$ cat src/rtl/pipe_hazard_ctrl_pkg.sv
// Shared types and constants for the pipeline hazard controller.
// Holds the controller state encoding, the control-output bundle and its canned values.
package pipe_hazard_ctrl_pkg;

    localparam int REG_IDX_W  = 4;
    localparam int WAIT_CNT_W = 8;

    typedef enum logic [1:0] {
        RUN      = 2'd0,
        MEM_WAIT = 2'd1,
        ERR      = 2'd2
    } state_t;

    typedef struct packed {
        logic freeze_pc;
        logic freeze_if_id;
        logic freeze_id_exe;
        logic freeze_exe_mem;
        logic bubble_mem_wb;
        logic flush_if_id;
        logic flush_id_exe;
    } ctrl_t;

    localparam ctrl_t CTRL_NONE      = '{1'b0, 1'b0, 1'b0, 1'b0, 1'b0, 1'b0, 1'b0};
    localparam ctrl_t CTRL_MEM_STALL = '{1'b1, 1'b1, 1'b1, 1'b1, 1'b1, 1'b0, 1'b0};
    localparam ctrl_t CTRL_FLUSH     = '{1'b0, 1'b0, 1'b0, 1'b0, 1'b0, 1'b1, 1'b1};
    localparam ctrl_t CTRL_HAZARD    = '{1'b1, 1'b1, 1'b0, 1'b0, 1'b0, 1'b0, 1'b1};

    // A register dependency exists only when the producing stage actually writes back.
    function automatic logic idx_match(
        input logic [REG_IDX_W-1:0] src,
        input logic [REG_IDX_W-1:0] dest,
        input logic                 wb_en
    );
        return wb_en & (src == dest);
    endfunction

endpackage

$ cat src/rtl/pipe_hazard_ctrl_hazard_detect.sv
// Combinational read-after-write hazard detector for the ID stage.
// With forwarding enabled only a load in EXE can still cause a stall.
module hazard_detect
    import pipe_hazard_ctrl_pkg::*;
(
    input  logic [REG_IDX_W-1:0] src1,
    input  logic [REG_IDX_W-1:0] src2,
    input  logic                 two_src,
    input  logic [REG_IDX_W-1:0] exe_dest,
    input  logic [REG_IDX_W-1:0] mem_dest,
    input  logic                 exe_wb_en,
    input  logic                 mem_wb_en,
    input  logic                 exe_mem_r_en,
    input  logic                 fwd_en,
    output logic                 hazard
);

    logic src1_exe_s;
    logic src1_mem_s;
    logic src2_exe_s;
    logic src2_mem_s;

    assign src1_exe_s = idx_match(src1, exe_dest, exe_wb_en);
    assign src1_mem_s = idx_match(src1, mem_dest, mem_wb_en);
    assign src2_exe_s = two_src & idx_match(src2, exe_dest, exe_wb_en);
    assign src2_mem_s = two_src & idx_match(src2, mem_dest, mem_wb_en);

    // Select the hazard rule for the current forwarding mode
    always_comb begin
        hazard = 1'b0;
        if (fwd_en) begin
            hazard = exe_mem_r_en & (src1_exe_s | src2_exe_s);
        end else begin
            hazard = src1_exe_s | src1_mem_s | src2_exe_s | src2_mem_s;
        end
    end

endmodule

$ cat src/rtl/pipe_hazard_ctrl.sv
// Pipeline hazard controller: stall/flush generation, memory-wait tracking with timeout,
// sticky error flag and a saturating stall-cycle counter.
module pipe_hazard_ctrl
    import pipe_hazard_ctrl_pkg::*;
#(
    parameter int unsigned TIMEOUT     = 255,
    parameter int unsigned STALL_CNT_W = 16
) (
    input  logic                   clk,
    input  logic                   rst,
    input  logic [REG_IDX_W-1:0]   src1,
    input  logic [REG_IDX_W-1:0]   src2,
    input  logic                   two_src,
    input  logic [REG_IDX_W-1:0]   exe_dest,
    input  logic [REG_IDX_W-1:0]   mem_dest,
    input  logic                   exe_wb_en,
    input  logic                   mem_wb_en,
    input  logic                   exe_mem_r_en,
    input  logic                   fwd_en,
    input  logic                   branch_taken,
    input  logic                   mem_req,
    input  logic                   mem_ready,
    output logic                   freeze_pc,
    output logic                   freeze_if_id,
    output logic                   flush_if_id,
    output logic                   flush_id_exe,
    output logic                   freeze_id_exe,
    output logic                   freeze_exe_mem,
    output logic                   bubble_mem_wb,
    output logic                   err,
    output logic [STALL_CNT_W-1:0] stall_cnt
);

    localparam logic [WAIT_CNT_W-1:0]  TIMEOUT_C = WAIT_CNT_W'(TIMEOUT);
    localparam logic [STALL_CNT_W-1:0] STALL_MAX = {STALL_CNT_W{1'b1}};

    state_t                  state_r;
    state_t                  state_nxt_s;
    logic [WAIT_CNT_W-1:0]   wait_cnt_r;
    logic                    err_r;
    logic [STALL_CNT_W-1:0]  stall_cnt_r;
    logic                    hazard_s;
    logic                    mem_hold_s;
    logic                    new_wait_s;
    logic                    timeout_s;
    ctrl_t                   ctrl_s;

    function automatic logic [STALL_CNT_W-1:0] sat_inc(input logic [STALL_CNT_W-1:0] v);
        return (v == STALL_MAX) ? v : v + STALL_CNT_W'(1);
    endfunction

    hazard_detect u_hazard_detect (
        .src1         (src1),
        .src2         (src2),
        .two_src      (two_src),
        .exe_dest     (exe_dest),
        .mem_dest     (mem_dest),
        .exe_wb_en    (exe_wb_en),
        .mem_wb_en    (mem_wb_en),
        .exe_mem_r_en (exe_mem_r_en),
        .fwd_en       (fwd_en),
        .hazard       (hazard_s)
    );

    assign new_wait_s = (state_r == RUN) & mem_req & ~mem_ready;
    assign timeout_s  = (state_r == MEM_WAIT) & ~mem_ready & (wait_cnt_r == TIMEOUT_C);

    // Memory hold: a fresh unserved request, any cycle still waiting, or the error lock
    always_comb begin
        mem_hold_s = 1'b1;
        case (state_r)
            RUN:      mem_hold_s = mem_req & ~mem_ready;
            MEM_WAIT: mem_hold_s = ~mem_ready;
            ERR:      mem_hold_s = 1'b1;
            default:  mem_hold_s = 1'b1;
        endcase
    end

    // State register
    always_ff @(posedge clk or negedge rst) begin
        if (!rst) begin
            state_r <= RUN;
        end else begin
            state_r <= state_nxt_s;
        end
    end

    // Next-state logic
    always_comb begin
        state_nxt_s = RUN;
        case (state_r)
            RUN: begin
                if (mem_req & ~mem_ready) begin
                    state_nxt_s = MEM_WAIT;
                end else begin
                    state_nxt_s = RUN;
                end
            end
            MEM_WAIT: begin
                if (mem_ready) begin
                    state_nxt_s = RUN;
                end else if (wait_cnt_r == TIMEOUT_C) begin
                    state_nxt_s = ERR;
                end else begin
                    state_nxt_s = MEM_WAIT;
                end
            end
            ERR:     state_nxt_s = ERR;
            default: state_nxt_s = RUN;
        endcase
    end

    // Output logic; a memory hold outranks branch flush, which outranks the data hazard
    always_comb begin
        ctrl_s = CTRL_NONE;
        if (!rst) begin
            ctrl_s = CTRL_NONE;
        end else if (mem_hold_s) begin
            ctrl_s = CTRL_MEM_STALL;
        end else if (branch_taken) begin
            ctrl_s = CTRL_FLUSH;
        end else if (hazard_s) begin
            ctrl_s = CTRL_HAZARD;
        end else begin
            ctrl_s = CTRL_NONE;
        end
    end

    // Wait counter: starts at 1 on the stalling request cycle, stops at the limit
    always_ff @(posedge clk or negedge rst) begin
        if (!rst) begin
            wait_cnt_r <= '0;
        end else if (new_wait_s) begin
            wait_cnt_r <= 8'd1;
        end else if (state_r == MEM_WAIT) begin
            if (mem_ready) begin
                wait_cnt_r <= '0;
            end else if (wait_cnt_r != TIMEOUT_C) begin
                wait_cnt_r <= wait_cnt_r + 8'd1;
            end
        end
    end

    // Sticky timeout error
    always_ff @(posedge clk or negedge rst) begin
        if (!rst) begin
            err_r <= 1'b0;
        end else if (timeout_s) begin
            err_r <= 1'b1;
        end
    end

    // Saturating count of PC-freeze cycles
    always_ff @(posedge clk or negedge rst) begin
        if (!rst) begin
            stall_cnt_r <= '0;
        end else if (ctrl_s.freeze_pc) begin
            stall_cnt_r <= sat_inc(stall_cnt_r);
        end
    end

    assign freeze_pc      = ctrl_s.freeze_pc;
    assign freeze_if_id   = ctrl_s.freeze_if_id;
    assign freeze_id_exe  = ctrl_s.freeze_id_exe;
    assign freeze_exe_mem = ctrl_s.freeze_exe_mem;
    assign bubble_mem_wb  = ctrl_s.bubble_mem_wb;
    assign flush_if_id    = ctrl_s.flush_if_id;
    assign flush_id_exe   = ctrl_s.flush_id_exe;
    assign err            = err_r;
    assign stall_cnt      = stall_cnt_r;

endmodule

$ cat config.mk
export PLATFORM = sky130hd
export DESIGN_NAME = pipe_hazard_ctrl
export DESIGN_NICKNAME = d
export VERILOG_FILES = /design/src/rtl/pipe_hazard_ctrl_pkg.sv /design/src/rtl/pipe_hazard_ctrl_hazard_detect.sv /design/src/rtl/pipe_hazard_ctrl.sv
export SDC_FILE = /design/constraint.sdc
export NUM_CORES = 1
export LEC_CHECK = 0
export BUFFER_PORTS_ARGS = -buffer_cell sky130_fd_sc_hd__buf_4
export CAP_MARGIN = 25
export CORE_AREA = 2 2 58 60
export CTS_CLUSTER_SIZE = 20
export DETAILED_ROUTE_END_ITERATION = 12
export DIE_AREA = 0 0 60 62
export MAX_ROUTING_LAYER = met4
export PLACE_DENSITY = 0.88
export SETUP_SLACK_MARGIN = 0.15
export SYNTH_ARGS = -nofsm -noshare
export SYNTH_HDL_FRONTEND = slang
export SYNTH_SLANG_ARGS = --single-unit
$ cat constraint.sdc
create_clock -name clk -period 4.4 [get_ports clk]
set_input_delay 0.66 -clock clk [delete_from_list [all_inputs] [get_ports clk]]
set_output_delay 0.66 -clock clk [all_outputs]
set_load 0.02 [all_outputs]
==> results.py, run 1 <==
metrics = {
    "global_route": {
        "grt_use_total_pct": 20.0,
        "busiest_layer": "met2",
        "gr-usage-met2_pct": 33.1,
        "gr-total-overflow": 0,
        "use_met1_pct": 25.0,
        "grt_pass1_wl_um": 5460,
        "grt_max_degree": 33,
        "antenna_found_initial": 0,
        "grt_pass1_vias": 1244,
        "grt_use_met3_pct": 3.31,
    },
    "worst_setup_path": {
        "critPathRequiredTime_ns": 3.74,
        "crit_path_end_kind": "output port",
        "critPathMaxStageDelay_ns": 0.47,
        "worstSetupPathType": "flip-flop to output port",
        "critPathLaunchType": "flip-flop",
        "cp_common_cell": "nor2_1",
        "crit_slowest_cell": "dfrtp_1",
        "worst_ep_arrival_time_ns": 1.97,
        "worstPathCellList": "nor2_1, nor2_1, nor2_1, o21ai_0, and2_1, buf_4",
        "path_max_fanout": 8,
    },
    "pwr": {
        "p_total_mw": 0.610,
        "power.leakage_nw": 0.935,
        "p_per_area_mw_per_mm2": 302,
        "ir_drop_uv": 265,
    },
    "floorplanning": {
        "num_rows": 21,
        "ioPinCount": 50,
        "initial_core_util_pct": 50.9,
        "core-area_mm2": 0.00318,
        "die_h_um": 62,
        "dieArea_mm2": 0.00372,
        "die_x_um": 60,
    },
    "placed_design": {
        "place_area_mm2": 0.00199,
        "place_hpwl_um": 2580,
        "gp_congestion": 0.795,
        "portBuffers": 49,
    },
    "timing": {
        "min_period_over_period_pct": 59.7,
        "worst_pin_slew_ns": 0.465,
        "setup_tns_ns": 0,
        "hold_violations": 0,
        "holdWs_ns": 0.229,
        "maxSlewViolCount": 0,
        "max_freq_ghz": 0.381,
        "rsz0062_at_grt": "false",
        "relSlewSlack_pct": 68.9,
        "setup_violations": 0,
        "skew_ns": 0.00302,
        "fin_crit_ns": 2.63,
    },
    "cts": {
        "cts_setup_buffers": 0,
        "htreeDepth": 1,
        "clk_latency_ns": 0.32,
        "cts_hold_buf": 0,
        "clk_path_buf_depth": 2,
        "cts_tree": "yes",
        "numCtsBuffers": 3,
        "clkTransAtPathRegs_ns": 0.14,
        "cts_num_sinks": 27,
        "cts_resized": 0,
        "cts-root-buf": "clkbuf_4",
    },
    "drt": {
        "avgRoutedWirePerCell_um": 13.0,
        "viasPerCell": 5.42,
        "dr.pass1.iters": 4,
        "drc": 0,
        "num_vias": 1393,
        "drtIter0Drc": 64,
        "drt-total-wl_um": 3340,
        "ant_nets": 0,
    },
    "yosys": {
        "yosysUniqueCellTypes": 38,
        "post_synth.cell_area_avg_um2": 9.81,
        "netlist_area_mm2": 0.00162,
        "seq_area_frac_synth_pct": 41.7,
        "synth-seq-cells": 27,
        "yosys-top-cells-area": "dfrtp_1, xnor2_1, o21ai_0",
        "synth_top_area_share_pct": 41.7,
        "synth_area_leader_cell": "dfrtp_1",
        "synth_cells": 165,
        "syn_nets": 193,
        "yosys_warnings": 0,
    },
    "job": {
        "max_cap_viol_count": 0,
    },
    "min_path": {
        "hold_path_class": "input pin to async pin",
    },
    "final_layout": {
        "layout_common_cells": "buf_4, xnor2_1, dfrtp_1, o21ai_0",
        "fin_area_mm2": 0.00202,
        "fin_nets": 240,
        "drive_gt1_share_pct": 28.4,
        "mostFrequentLayoutCell": "buf_4",
        "antennaDiodeCount": 0,
        "syn_to_final_growth_pct": 24.7,
        "fin_util_pct": 63.5,
    },
    "run_status": {
        "status": "finished, final reports clean",
    },
}
## path summary, 6_finish.rpt
path | cells past startpoint | to | slack [ns] | start
min reg2reg | 1 | err | 0.49 | err
max in group asynchronous | 1 | stall_cnt[0] | 3.90 | rst
min in group clk | 1 | err | 0.49 | err
max reg2reg | 6 | stall_cnt[1] | 2.21 | stall_cnt[0]
min | 1 | wait_cnt_r[0] | 0.23 | rst
max | 6 | freeze_if_id | 1.77 | state_r[0]
## synth_stat cells
library cell and instances:
xnor2_1 30, dfrtp_1 27, o21ai_0 13, nand2_1 11
nand3_1 11, nand4_1 10, nor2_1 10, and3_1 9
inv_1 6, buf_4 3, a21oi_1 2, a22o_1 2
buf_6 2, clkbuf_1 2, ha_1 2, mux2i_1 2
o22ai_1 2, a2111oi_0 1, a211o_1 1, a211oi_1 1
a21o_1 1, a21oi_4 1, a31o_2 1, a31oi_1 1
and2_1 1, and3_4 1, and4_1 1, and4_4 1
mux2_2 1, nand2b_1 1, nand3b_1 1, nor4_1 1
nor4b_4 1, o2111ai_1 1, o221ai_1 1, o311a_1 1
or4b_2 1, xor2_1 1
## sequential cells by signal, indices dropped and copies added, names as in the netlist
| register | count |
|---|---|
| err | 1 |
| state_r | 2 |
| wait_cnt_r | 8 |
| stall_cnt | 16 |
## layout make-up
cell class | instances | area (um2)
fillers | 268 | 1160
multi-input cells | 125 | 868
flip-flops and latches | 27 | 676
repair buffers | 49 | 368
well taps | 46 | 57.6
clock buffers | 3 | 22.5
inverters | 6 | 22.5
clock inverters | 1 | 5.00
## power breakdown
part           internal (mW)  leakage (nW)  switching (mW)
registers              0.275         0.359          0.0389
clock network         0.0341        0.0177          0.0730
logic                 0.0903         0.558          0.0983
total                  0.400         0.935           0.210
## kinds of logic (layout without fill, tap and decap cells)
| logic type | Yosys count | after routing | share of synthesized area, % |
|---|---|---|---|
| flip-flops | 27 | 27 | 41.7 |
| buffers and inverters | 13 | 59 | 4.64 |
| XOR/XNOR | 31 | 31 | 16.8 |
| AO/OA/AOI/OAI | 29 | 29 | 12.1 |
| multiplexers | 3 | 3 | 1.93 |
| AND/OR/NAND/NOR | 60 | 60 | 21.3 |
| adder cells (fa/ha/maj) | 2 | 2 | 1.55 |
## through the flow
| step | instances | setup slack [ns] |
|---|---|---|
| 6_report | 257 | 1.77 |
| 5_1_grt | 257 | 1.62 |
| 4_1_cts | 257 | 1.78 |
| 3_5_place_dp | 253 | 1.81 |
| 3_3_place_gp | 253 | 1.89 |
| 2_1_floorplan | 165 | 1.96 |
## routing by layer
layer | vias up | wire length, um
met2 | 43 | 1760
met5 | - | 0
met1 | 659 | 1410
li1 | 685 | -
met3 | 6 | 109
met4 | 0 | 61
## critical path, delay by kind of cell, from the launching register on
kind	cells	cell delay [ns]
compound gates	1	0.22
buf+inv	1	0.15
flops	1	0.47
simple gates	4	0.79
Note: power is estimated with default switching activity, not from simulation.
==> run 2: changes to the inputs <==
Settings changed: ABC_AREA set to 1, CORE_AREA 2 2 58 60 to 2 2 68 70, DIE_AREA 0 0 60 62 to 0 0 70 72, PLACE_DENSITY 0.88 to 0.8.
Clock period 4.4 ns to 2.4 ns, I/O delays scaled along.
==> results.py, run 2 <==
metrics = {
    "yosys": {
        "synthArstFlopShare_pct": 100,
        "ys.flop_type": "dfrtp_1",
        "synth_area_leader_cell": "dfrtp_1",
        "syn_nets": 325,
        "synth_cells": 297,
        "seq_area_frac_synth_pct": 34.2,
        "yosysMostFrequentCell": "nand2_1",
        "netlist_area_mm2": 0.00198,
        "yosys-top-cells-area": "dfrtp_1, nand2_1, nand3_1",
        "synth-seq-cells": 27,
        "synth_edf_count": 0,
        "post_synth.cell_area_avg_um2": 6.66,
        "synth_common_cells": "nand2_1, inv_1, nand3_1",
        "synth_top_area_share_pct": 34.2,
        "yosysUniqueCellTypes": 27,
        "yosys_warnings": 0,
    },
    "final_layout": {
        "antennaDiodeCount": 0,
        "largest_reg_flops": 16,
        "fin_area_mm2": 0.00244,
        "num-fill-cells": 390,
        "mostFrequentLayoutCell": "nand2_1",
        "multi_input_area_mm2": 0.00110,
        "layout_common_cells": "nand2_1, buf_4, inv_1, nand3_1, dfrtp_1",
        "syn_to_final_growth_pct": 23.7,
        "ff_latch_area_um2": 676,
        "drive_gt1_share_pct": 19.4,
        "fin_nets": 375,
    },
    "placed_design": {
        "portBuffers": 49,
        "place_hpwl_um": 3470,
        "gp_congestion": 0.879,
        "place_area_mm2": 0.00238,
    },
    "floorplanning": {
        "num_rows": 24,
        "die_h_um": 72,
        "dieArea_mm2": 0.00504,
        "core-area_mm2": 0.00426,
        "initial_core_util_pct": 46.4,
        "die_x_um": 70,
        "ioPinCount": 50,
    },
    "drt": {
        "drt-total-wl_um": 4440,
        "drc": 0,
        "dr.pass1.iters": 6,
        "viasPerCell": 4.83,
        "avgRoutedWirePerCell_um": 11.1,
        "num_vias": 1923,
        "drtIter0Drc": 79,
        "ant_nets": 0,
    },
    "cts": {
        "clk_path_buf_depth": 2,
        "cts_num_sinks": 27,
        "cts-root-buf": "clkbuf_8",
        "cts_setup_buffers": 0,
        "clkTransAtPathRegs_ns": 0.10,
        "cts_hold_buf": 0,
        "numCtsBuffers": 3,
        "htreeDepth": 1,
        "cts_tree": "yes",
        "clk_latency_ns": 0.28,
        "cts_resized": 0,
    },
    "worst_setup_path": {
        "cp_common_cell": "inv_1",
        "cp_num_cells": 8,
        "crit_slowest_cell": "dfrtp_1",
        "worst_ep_arrival_time_ns": 1.78,
        "critPathTopFamily": "simple AND/OR/NAND/NOR gates",
        "timing.critical_path.buf_inv": 3,
        "worstPathCellList": "nor2_1, nand2_1, nand3_1, inv_1, nor2_2, inv_1, nand2_2, buf_4",
        "critPathRequiredTime_ns": 2.04,
        "worstSetupPathType": "flip-flop to output port",
        "critPathMaxStageDelay_ns": 0.40,
        "path_max_fanout": 11,
        "reg2reg_depth": 9,
        "crit_path_end_kind": "output port",
        "critPathLaunchType": "flip-flop",
    },
    "pwr": {
        "p_per_area_mw_per_mm2": 473,
        "ir_drop_uv": 495,
        "p_total_mw": 1.16,
        "power.leakage_nw": 1.40,
    },
    "timing": {
        "skew_ns": 0.00854,
        "rsz0062_at_grt": "false",
        "max_freq_ghz": 0.467,
        "setup_violations": 0,
        "fin_crit_ns": 2.14,
        "setup_tns_ns": 0,
        "worst_pin_slew_ns": 0.361,
        "hold_violations": 0,
        "maxSlewViolCount": 0,
        "relSlewSlack_pct": 76.0,
        "min_period_over_period_pct": 89.2,
    },
    "global_route": {
        "antenna_found_initial": 0,
        "gr-total-overflow": 0,
        "grt_use_total_pct": 19.6,
        "grt_pass1_vias": 1798,
        "grt_max_degree": 29,
        "grt_pass1_wl_um": 7910,
    },
    "min_path": {
        "hold_path_class": "input pin to async pin",
    },
    "run_status": {
        "status": "finished, final reports clean",
    },
    "job": {
        "max_cap_viol_count": 0,
    },
}
## run 2: cell count changes after synthesis, moves of 8 or more
cell / delta
nor2_1: +15
nand4_1: -8
inv_1: +40
xnor2_1: -28
nand2_1: +89
and3_1: -9
xor2_1: +16
nand3_1: +25
## run 2: cell families (layout without fill, tap and decap cells)
logic type,after synthesis,in the layout,synth area share (%)
xor+xnor,19,19,8.42
buf+inv,53,102,11.1
compound gates,13,13,3.80
flops,27,27,34.2
simple gates,183,183,41.2
fa+ha+maj,2,2,1.27
## run 2: layout make-up
| type | count | area share [%] |
|---|---|---|
| timing repair buffer | 52 | 16.0 |
| multi-input combinational | 217 | 44.8 |
| sequential | 27 | 27.6 |
| clock buffer | 4 | 1.84 |
| tap | 52 | 2.66 |
| inverter | 46 | 7.06 |
## run 2: worst paths after layout
| check | end | slack [ns] | start |
|---|---|---|---|
| worst max-delay path | freeze_pc | 0.26 | state_r[1] |
| worst min-delay path | stall_cnt[8] | 0.09 | rst |
| worst max register to register | stall_cnt[12] | 0.42 | stall_cnt[0] |
| worst min register to register | state_r[1] | 0.46 | state_r[0] |
| max in group asynchronous | state_r[1] | 2.04 | rst |
| min in group clk | wait_cnt_r[2] | 0.42 | mem_ready |
## run 2: report_power, final
part           internal, mW  total, mW  switching (mW)
combinational         0.143      0.339           0.197
sequential            0.489      0.552          0.0622
clock                 0.119      0.266           0.147
total                 0.751       1.16           0.405
## run 2: stage by stage
stage	hold WS (ns)	cells	setup slack [ns]	util, %
finish	0.0918	398	0.259	57.3
global route	0.123	398	0.116	57.3
CTS	0.105	398	0.274	57.0
detailed placement	0.408	394	0.346	55.9
global placement	0.409	394	0.459	55.9
floorplan	0.0644	297	0.248	-
## run 2: layer usage
| metal | wire [um] | track usage, % | vias to the layer above |
|---|---|---|---|
| met2 | 1950 | 31.1 | 68 |
| met1 | 2100 | 26.3 | 833 |
| met4 | 78 | 7.48 | 0 |
| li1 | - | - | 1015 |
| met3 | 304 | 1.94 | 7 |
| met5 | 0 | - | - |
==> run 3: changes to the inputs <==
Settings changed: ABC_AREA 1 to 0, CORE_AREA 2 2 68 70 to 2 2 63 65, DIE_AREA 0 0 70 72 to 0 0 65 67, PLACE_DENSITY 0.8 to 0.79.
==> results.py, run 3 (same netlist as run 1, synthesis figures left out) <==
metrics = {
    "run_status": {
        "status": "finished, final reports clean",
    },
    "placed_design": {
        "place_hpwl_um": 2760,
        "dpl_worst_slack_ns": 0.230,
        "portBuffers": 49,
        "gp_congestion": 0.819,
    },
    "pwr": {
        "clkPwrFrac_pct": 22.3,
        "power.leakage_nw": 0.951,
        "sw_frac_of_total_pct": 32.7,
        "p_per_area_mw_per_mm2": 568,
        "p_int_mw": 0.790,
        "switchingPower_mw": 0.385,
        "power.share.combinational_pct": 29.0,
        "ir_drop_uv": 540,
        "power_frac_seq_pct": 48.7,
    },
    "timing": {
        "rsz0062_at_grt": "false",
        "maxSlewViolCount": 0,
        "fin_ws_ns": 0.248,
        "max_freq_ghz": 0.465,
        "fin_crit_ns": 2.15,
        "hold_violations": 0,
        "relSlewSlack_pct": 72.7,
        "min_period_over_period_pct": 89.7,
        "skew_ns": 0.00511,
        "setup_violations": 0,
        "setup_tns_ns": 0,
        "worst_pin_slew_ns": 0.400,
    },
    "cts": {
        "clk_path_buf_depth": 2,
        "clk_latency_ns": 0.28,
        "cts_num_sinks": 27,
        "cts_tree": "yes",
        "numCtsBuffers": 3,
        "clkTransAtPathRegs_ns": 0.09,
        "htreeDepth": 1,
        "cts-root-buf": "clkbuf_8",
    },
    "worst_setup_path": {
        "crit_path_end_kind": "flip-flop",
        "critPathLaunchType": "flip-flop",
        "path_max_fanout": 15,
        "timing.rr.start": "stall_cnt[0]",
        "critPathRequiredTime_ns": 2.57,
        "reg2reg_depth": 6,
        "worst_ep_arrival_time_ns": 2.32,
        "rrSetupSlack_ns": 0.25,
        "worstSetupPathType": "flip-flop to flip-flop",
        "worstReg2RegEnd": "stall_cnt[1]",
    },
    "drt": {
        "viasPerCell": 5.31,
        "drc": 0,
        "num_vias": 1387,
        "drt-total-wl_um": 3440,
        "avgRoutedWirePerCell_um": 13.2,
        "drtIter0Drc": 75,
        "dr.pass1.iters": 4,
        "ant_nets": 0,
    },
    "global_route": {
        "grt_pass1_vias": 1337,
        "gr-total-overflow": 0,
        "antenna_found_initial": 0,
        "grt_pass1_wl_um": 5610,
        "grt_use_total_pct": 16.8,
        "grt_max_degree": 18,
    },
    "min_path": {
        "hold_depth": 2,
        "hold_path_class": "input pin to flip-flop",
        "whs_endpoint": "state_r[0]",
        "hp-start": "mem_ready",
    },
    "floorplanning": {
        "dieArea_mm2": 0.00436,
        "ioPinCount": 50,
        "initial_core_util_pct": 44.9,
        "core-area_mm2": 0.00361,
        "num_rows": 22,
        "die_x_um": 65,
        "die_h_um": 67,
    },
    "final_layout": {
        "mostFrequentLayoutCell": "buf_4",
        "multi_input_area_um2": 876,
        "num-fill-cells": 340,
        "ff_latch_area_um2": 676,
        "fin_nets": 242,
        "drive_gt1_share_pct": 29.1,
        "syn_to_final_growth_pct": 27.7,
        "largest_reg_flops": 16,
        "layout_common_cells": "buf_4, xnor2_1, dfrtp_1, o21ai_0",
        "antennaDiodeCount": 0,
    },
    "job": {
        "max_cap_viol_count": 0,
    },
}
run 3: worst max-delay path, stage by stage (launching register included):
cell and delay (ns):
dfrtp_1 0.42, ha_1 0.26, and4_4 0.22, nor4b_4 0.13, a211o_1 0.30, a21oi_4 0.34, mux2_2 0.38
run 3: worst max-delay path by stage:
stage                  from            end  slack, ns
6_report       stall_cnt[0]   stall_cnt[1]       0.25
5_1_grt        stall_cnt[0]   stall_cnt[1]       0.16
4_1_cts          state_r[0]   freeze_if_id       0.18
3_5_place_dp    exe_dest[0]  stall_cnt[15]       0.23
3_3_place_gp    exe_dest[1]  stall_cnt[15]       0.25
2_1_floorplan  stall_cnt[0]  stall_cnt[12]       0.26
run 3: power groups by stage:
stage	Sequential, mW	Clock [mW]	Combinational, mW
floorplan	0.619	0	0.146
global placement	0.578	0	0.337
detailed placement	0.581	0	0.341
CTS	0.572	0.276	0.344
global route	0.585	0.289	0.375
finish	0.572	0.262	0.341
run 3: layout make-up:
| type | count | area share [%] |
|---|---|---|
| Multi-Input combinational cell | 125 | 42.3 |
| Sequential cell | 27 | 32.7 |
| Timing Repair Buffer | 51 | 18.6 |
| Tap cell | 48 | 2.90 |
| Clock buffer | 3 | 2.00 |
| Inverter | 6 | 1.09 |
| Clock inverter | 1 | 0.363 |
run 3: repair_timing:
action                                 CTS  global route
endpoints found under the hold margin   10             0
setup endpoints to repair                0             2
buffers inserted                         0             0
resized for setup                        0             2
hold buffers                             1             0
run 3: through the flow:
| stage | util (%) | power (mW) | std cells | instance area, um2 | hold slack (ns) |
|---|---|---|---|---|---|
| 6_report | 57.4 | 1.17 | 261 | 2070 | 0.303 |
| 5_1_grt | 57.4 | 1.25 | 261 | 2070 | 0.310 |
| 4_1_cts | 57.1 | 1.19 | 261 | 2060 | 0.289 |
| 3_5_place_dp | 55.5 | 0.923 | 256 | 2000 | 0.220 |
| 3_3_place_gp | 55.5 | 0.915 | 256 | 2000 | 0.217 |
| 2_1_floorplan | - | 0.765 | 165 | 1620 | 0.0644 |
run 3: per-layer routing:
metal	global-route usage (%)	wire (um)	vias to the layer above
met3	5.24	164	2
met5	-	0	-
met1	19.3	1500	663
met4	4.52	16	0
met2	28.6	1750	33
li1	-	-	689
